File: src/rtl/bcd_to_bin16_if.sv
// Handshake bundle for the BCD-to-binary converter: digit input side and result output side.
// Latency: none; this is only a grouping of wires.
// Backpressure: in_valid/in_ready on the digit side, out_valid/out_ready on the result side.
interface bcd_to_bin16_if;
  logic        in_valid;
  logic        in_ready;
  logic [3:0]  bcd3;
  logic [3:0]  bcd2;
  logic [3:0]  bcd1;
  logic [3:0]  bcd0;
  logic        out_valid;
  logic        out_ready;
  logic [15:0] out_bin;
  logic        out_err;

  // Producer of digits and consumer of results.
  modport master (
    output in_valid, bcd3, bcd2, bcd1, bcd0, out_ready,
    input  in_ready, out_valid, out_bin, out_err
  );

  // The converter itself.
  modport slave (
    input  in_valid, bcd3, bcd2, bcd1, bcd0, out_ready,
    output in_ready, out_valid, out_bin, out_err
  );
endinterface

File: src/rtl/bcd_to_bin16.sv
// Converts 4 BCD digits to a 16-bit binary value by reverse double-dabble, one bit per clock.
// Latency: accept edge, then 16 shift edges; out_valid visible after the 16th shift (18 cycles/op at full rate).
// Backpressure: result held in DONE until out_ready; in_ready is high only in IDLE.
module bcd_to_bin16 (
  input  logic           clk,
  input  logic           rst_n,
  bcd_to_bin16_if.slave  bus
);

  typedef enum logic [1:0] {IDLE, SHIFT, DONE} state_t;

  state_t      state;
  logic [31:0] sh;
  logic [31:0] sh_next;
  logic [3:0]  cnt;
  logic        err_r;
  logic        out_valid_r;
  logic [15:0] out_bin_r;
  logic        out_err_r;
  logic        digit_bad;

  assign digit_bad = (bus.bcd3 > 4'd9) || (bus.bcd2 > 4'd9) ||
                     (bus.bcd1 > 4'd9) || (bus.bcd0 > 4'd9);

  assign bus.in_ready  = (state == IDLE);
  assign bus.out_valid = out_valid_r;
  assign bus.out_bin   = out_bin_r;
  assign bus.out_err   = out_err_r;

  // One reverse double-dabble step: shift right, then pull each BCD nibble that reached >=8 back by 3.
  always_comb begin
    sh_next = sh >> 1;
    for (int i = 0; i < 4; i++) begin
      if (sh_next[16 + 4*i +: 4] >= 4'd8) begin
        sh_next[16 + 4*i +: 4] = sh_next[16 + 4*i +: 4] - 4'd3;
      end
    end
  end

  // Control FSM with datapath registers; results are latched on the last shift and held until taken.
  always_ff @(posedge clk) begin
    if (!rst_n) begin
      state       <= IDLE;
      sh          <= '0;
      cnt         <= '0;
      err_r       <= 1'b0;
      out_valid_r <= 1'b0;
      out_bin_r   <= '0;
      out_err_r   <= 1'b0;
    end else begin
      case (state)
        IDLE: begin
          if (bus.in_valid) begin
            sh    <= {bus.bcd3, bus.bcd2, bus.bcd1, bus.bcd0, 16'd0};
            err_r <= digit_bad;
            cnt   <= '0;
            state <= SHIFT;
          end
        end
        SHIFT: begin
          sh  <= sh_next;
          cnt <= cnt + 4'd1;
          if (cnt == 4'd15) begin
            // Bad digits still run the full latency so timing does not depend on the data.
            out_bin_r   <= err_r ? 16'd0 : sh_next[15:0];
            out_err_r   <= err_r;
            out_valid_r <= 1'b1;
            state       <= DONE;
          end
        end
        DONE: begin
          if (bus.out_ready) begin
            out_valid_r <= 1'b0;
            state       <= IDLE;
          end
        end
        default: state <= IDLE;
      endcase
    end
  end

endmodule

File: src/flat_wrapper.sv
// flat-port wrapper written by rule: the top's interface ports become plain ports
module bcd_to_bin16_flat 
  (clk, rst_n, bus_in_valid, bus_bcd3, bus_bcd2, bus_bcd1, bus_bcd0, bus_out_ready, bus_in_ready, bus_out_valid, bus_out_bin, bus_out_err);
  bcd_to_bin16_if bus_i ();
  input  logic clk;
  input  logic rst_n;
  input wire logic [$bits(bus_i.in_valid)-1:0] bus_in_valid;
  input wire logic [$bits(bus_i.bcd3)-1:0] bus_bcd3;
  input wire logic [$bits(bus_i.bcd2)-1:0] bus_bcd2;
  input wire logic [$bits(bus_i.bcd1)-1:0] bus_bcd1;
  input wire logic [$bits(bus_i.bcd0)-1:0] bus_bcd0;
  input wire logic [$bits(bus_i.out_ready)-1:0] bus_out_ready;
  output wire logic [$bits(bus_i.in_ready)-1:0] bus_in_ready;
  output wire logic [$bits(bus_i.out_valid)-1:0] bus_out_valid;
  output wire logic [$bits(bus_i.out_bin)-1:0] bus_out_bin;
  output wire logic [$bits(bus_i.out_err)-1:0] bus_out_err;
  assign bus_i.in_valid = bus_in_valid;
  assign bus_i.bcd3 = bus_bcd3;
  assign bus_i.bcd2 = bus_bcd2;
  assign bus_i.bcd1 = bus_bcd1;
  assign bus_i.bcd0 = bus_bcd0;
  assign bus_i.out_ready = bus_out_ready;
  assign bus_in_ready = bus_i.in_ready;
  assign bus_out_valid = bus_i.out_valid;
  assign bus_out_bin = bus_i.out_bin;
  assign bus_out_err = bus_i.out_err;
  bcd_to_bin16 u_core (.clk(clk), .rst_n(rst_n), .bus(bus_i));
endmodule
File: config.mk
export PLATFORM = sky130hd
export DESIGN_NAME = bcd_to_bin16_flat
export DESIGN_NICKNAME = d
export VERILOG_FILES = /design/src/rtl/bcd_to_bin16_if.sv /design/src/rtl/bcd_to_bin16.sv /design/src/flat_wrapper.sv
export SDC_FILE = /design/constraint.sdc
export NUM_CORES = 1
export LEC_CHECK = 0
export BUFFER_PORTS_ARGS = -buffer_cell sky130_fd_sc_hd__buf_2
export CAP_MARGIN = 20
export CORE_UTILIZATION = 26
export DETAILED_ROUTE_END_ITERATION = 16
export GPL_ROUTABILITY_DRIVEN = 0
export PLACE_DENSITY_LB_ADDON = 0.08
export SYNTH_ARGS = -nofsm -noshare
export SYNTH_HDL_FRONTEND = slang
export SYNTH_SLANG_ARGS = --single-unit
File: constraint.sdc
create_clock -name clk -period 2.9 [get_ports clk]
set_input_delay 0.29 -clock clk [delete_from_list [all_inputs] [get_ports clk]]
set_output_delay 0.29 -clock clk [all_outputs]
set_load 0.1 [all_outputs]
==> results.py <==
metrics = {
    "grt": {
        "gr-total-overflow": 0,
        "grt_start_max_net_pins": 45,
        "gr-usage-all-layers": 0.136,
        "antenna_found_initial": 0,
        "grt_pass1_wl_um": 11000,
        "grt_pass1_vias": 2057,
    },
    "timing": {
        "final_hold_viol_count": 0,
        "rsz0062_at_grt": "no",
        "tns_ns": 0,
        "skew_ns": 0.0100,
        "relSlewSlack": 0.594,
        "worst_slew_pin_slew_ns": 0.609,
        "fin_crit_ns": 1.96,
        "maxClockFrequency_mhz": 509,
        "post-route-period-util": 0.677,
        "finalSetupViolations": 0,
        "slew_viol_final": 0,
        "setup_slack_ns": 0.936,
    },
    "synthesis": {
        "synth_top_area_frac": 0.426,
        "syn_inst": 301,
        "yosysSeqAreaShare": 0.426,
        "synth_flop_cell": "dfxtp_1",
        "synth_commonest_cells": "dfxtp_1 (56), a21oi_1 (40), nand2_1 (31)",
        "synth_area_mm2": 0.00263,
        "ys_seq_elements": 56,
        "synth_area_leaders": "dfxtp_1 (43%), a21oi_1 (7.6%), or4b_1 (6.1%)",
        "synth_edf_count": 0,
        "yosysTopAreaCell": "dfxtp_1",
        "synth.avg_cell_area_um2": 8.75,
        "synth.most_common_cell": "dfxtp_1",
        "synth_cell_types": 38,
        "ys_async_sr_fraction": 0,
        "synth_warnings": 0,
        "syn_nets": 328,
    },
    "power_and_ir_drop": {
        "power_w": 0.00146,
        "powerDensity_mw_per_mm2": 486,
        "ir_drop_uv": 179,
        "p_leak_nw": 1.11,
    },
    "clock_tree": {
        "postCtsSetupBuffers": 0,
        "cts_sinks": 56,
        "clk_pin_slew_worst_paths_ns": 0.11,
        "clockBufferDepth": 2,
        "cts_tree": "yes",
        "insertion_delay_ns": 0.32,
        "cts.hold.buffers_added": 0,
        "htreeDepth": 2,
        "ctsResizeCount": 0,
        "cts_buffers": 5,
        "root_buffer": "clkbuf_8",
    },
    "floorplanning": {
        "start_util": 0.269,
        "ios": 39,
        "dieHeight_um": 103,
        "num_rows": 36,
        "die_w_um": 103,
        "core_mm2": 0.00977,
        "die_area_mm2": 0.0105,
    },
    "routing": {
        "vias_per_cell": 4.75,
        "wl_per_cell_um": 14.6,
        "firstDrtPassIters": 4,
        "via_count": 2183,
        "wirelength_um": 6720,
        "ant_nets": 0,
        "drt_iter0_drc": 69,
        "drc": 0,
    },
    "finish": {
        "syn2layout_area_growth_pct": 14.4,
        "fin_cells": 460,
        "drive_above_1_share": 0.196,
        "nets": 353,
        "fill_cells": 1078,
        "n_antenna_cell": 0,
        "utilization": 0.308,
    },
    "placement": {
        "placedCellCount": 452,
        "place_hpwl_um": 4470,
        "numPortBuffers": 38,
        "place_ws_ns": 1.02,
    },
    "setup_path": {
        "crit_required_ns": 2.61,
        "critPathKind": "reg -> out",
        "r2r_slack_ns": 1.02,
        "cp.arrival_ns": 1.67,
        "crit_path_end_kind": "output pin",
        "crit_fanout": 15,
        "crit_path_start_kind": "flop",
    },
    "hold_path": {
        "hold_path_class": "in -> reg",
    },
    "run_status": {
        "outcome": "finished clean",
    },
    "job": {
        "maxCapViolCount": 0,
    },
}
-- sequential cells by signal, summed over array words and instances (netlist names) --
name / cells
u_core.sh: 31
u_core.cnt: 4
u_core.state: 2
u_core.bus.out_valid: 1
u_core.err_r: 1
u_core.bus.out_bin: 16
u_core.bus.out_err: 1
-- worst max-delay path, cell delays in order (launching register included) --
cell	delay (ns)
dfxtp_1	0.48
buf_4	0.26
nor2_1	0.17
buf_2	0.45
-- final cells by class --
class                           count  area [um^2]  share of cell area
Timing Repair Buffer               46          250              0.0831
Clock inverter                      3         26.3             0.00872
Clock buffer                        5         68.8              0.0228
Multi-Input combinational cell    209         1350               0.448
Tap cell                          133          166              0.0552
Sequential cell                    56         1120               0.372
Inverter                            8         30.0             0.00997
-- cell families (layout without fill, tap and decap cells) --
kind of cell | after synthesis | after routing | share of synthesized area
fa+ha+maj | 7 | 7 | 0.0333
simple gates | 95 | 95 | 0.217
compound gates | 94 | 94 | 0.213
buf+inv | 36 | 62 | 0.0623
xor+xnor | 6 | 6 | 0.0200
flops | 56 | 56 | 0.426
mux | 7 | 7 | 0.0280
-- per-stage QoR --
step | hold WS (ns) | cell area [um^2]
after global placement | 0.456 | 2920
after CTS | 0.221 | 3010
after floorplan | 0.440 | 2630
final | 0.227 | 3010
after detailed placement | 0.462 | 2920
after global routing | 0.223 | 3010
-- power by group --
group          internal (W)  total, W  leakage, nW  switching (W)
logic             0.0000707  0.000171        0.603       0.000101
clock network      0.000179  0.000466       0.0491       0.000287
registers          0.000793  0.000827        0.455      0.0000335
-- path summary, 6_finish.rpt --
| path | from | end | depth (start not counted) |
|---|---|---|---|
| worst max-delay path | u_core.state[1] | bus_in_ready | 3 |
| worst min-delay path | bus_bcd1[1] | u_core.sh[21] | 3 |
| worst max register to register | u_core.cnt[0] | u_core.bus.out_bin[9] | 4 |
| worst min register to register | u_core.bus.out_bin[3] | u_core.bus.out_bin[3] | 2 |
-- cell usage in the layout (no fill, tap or decap), types with 2 or more instances in the layout --
cell,netlist,routed
dfxtp_1,56,56
a21oi_1,40,40
buf_2,11,38
nand2_1,31,31
o21ai_0,27,27
nand3_1,19,19
or4b_1,16,16
nor2_1,9,9
inv_1,8,8
buf_4,2,8
a211oi_1,7,7
ha_1,7,7
xnor2_1,6,6
clkbuf_8,0,5
mux2i_1,4,4
a311oi_1,3,3
o221a_2,3,3
o21a_1,3,3
nor2b_1,4,3
nor4bb_1,3,3
mux2_2,3,3
a31oi_1,3,3
a32o_1,3,3
nand2b_1,2,2
and4_1,2,2
o21bai_1,2,2
nor3_1,2,2
nand3b_1,2,2
inv_6,0,2
-- metal layers --
metal,vias to the layer above,GRT usage,share of wire
li1,1139,-,-
met4,0,0.0330,0.0071
met1,1014,0.193,0.53
met3,4,0.0244,0.026
met2,26,0.212,0.44
met5,-,0,0
Power figures use the tool's default switching activity.
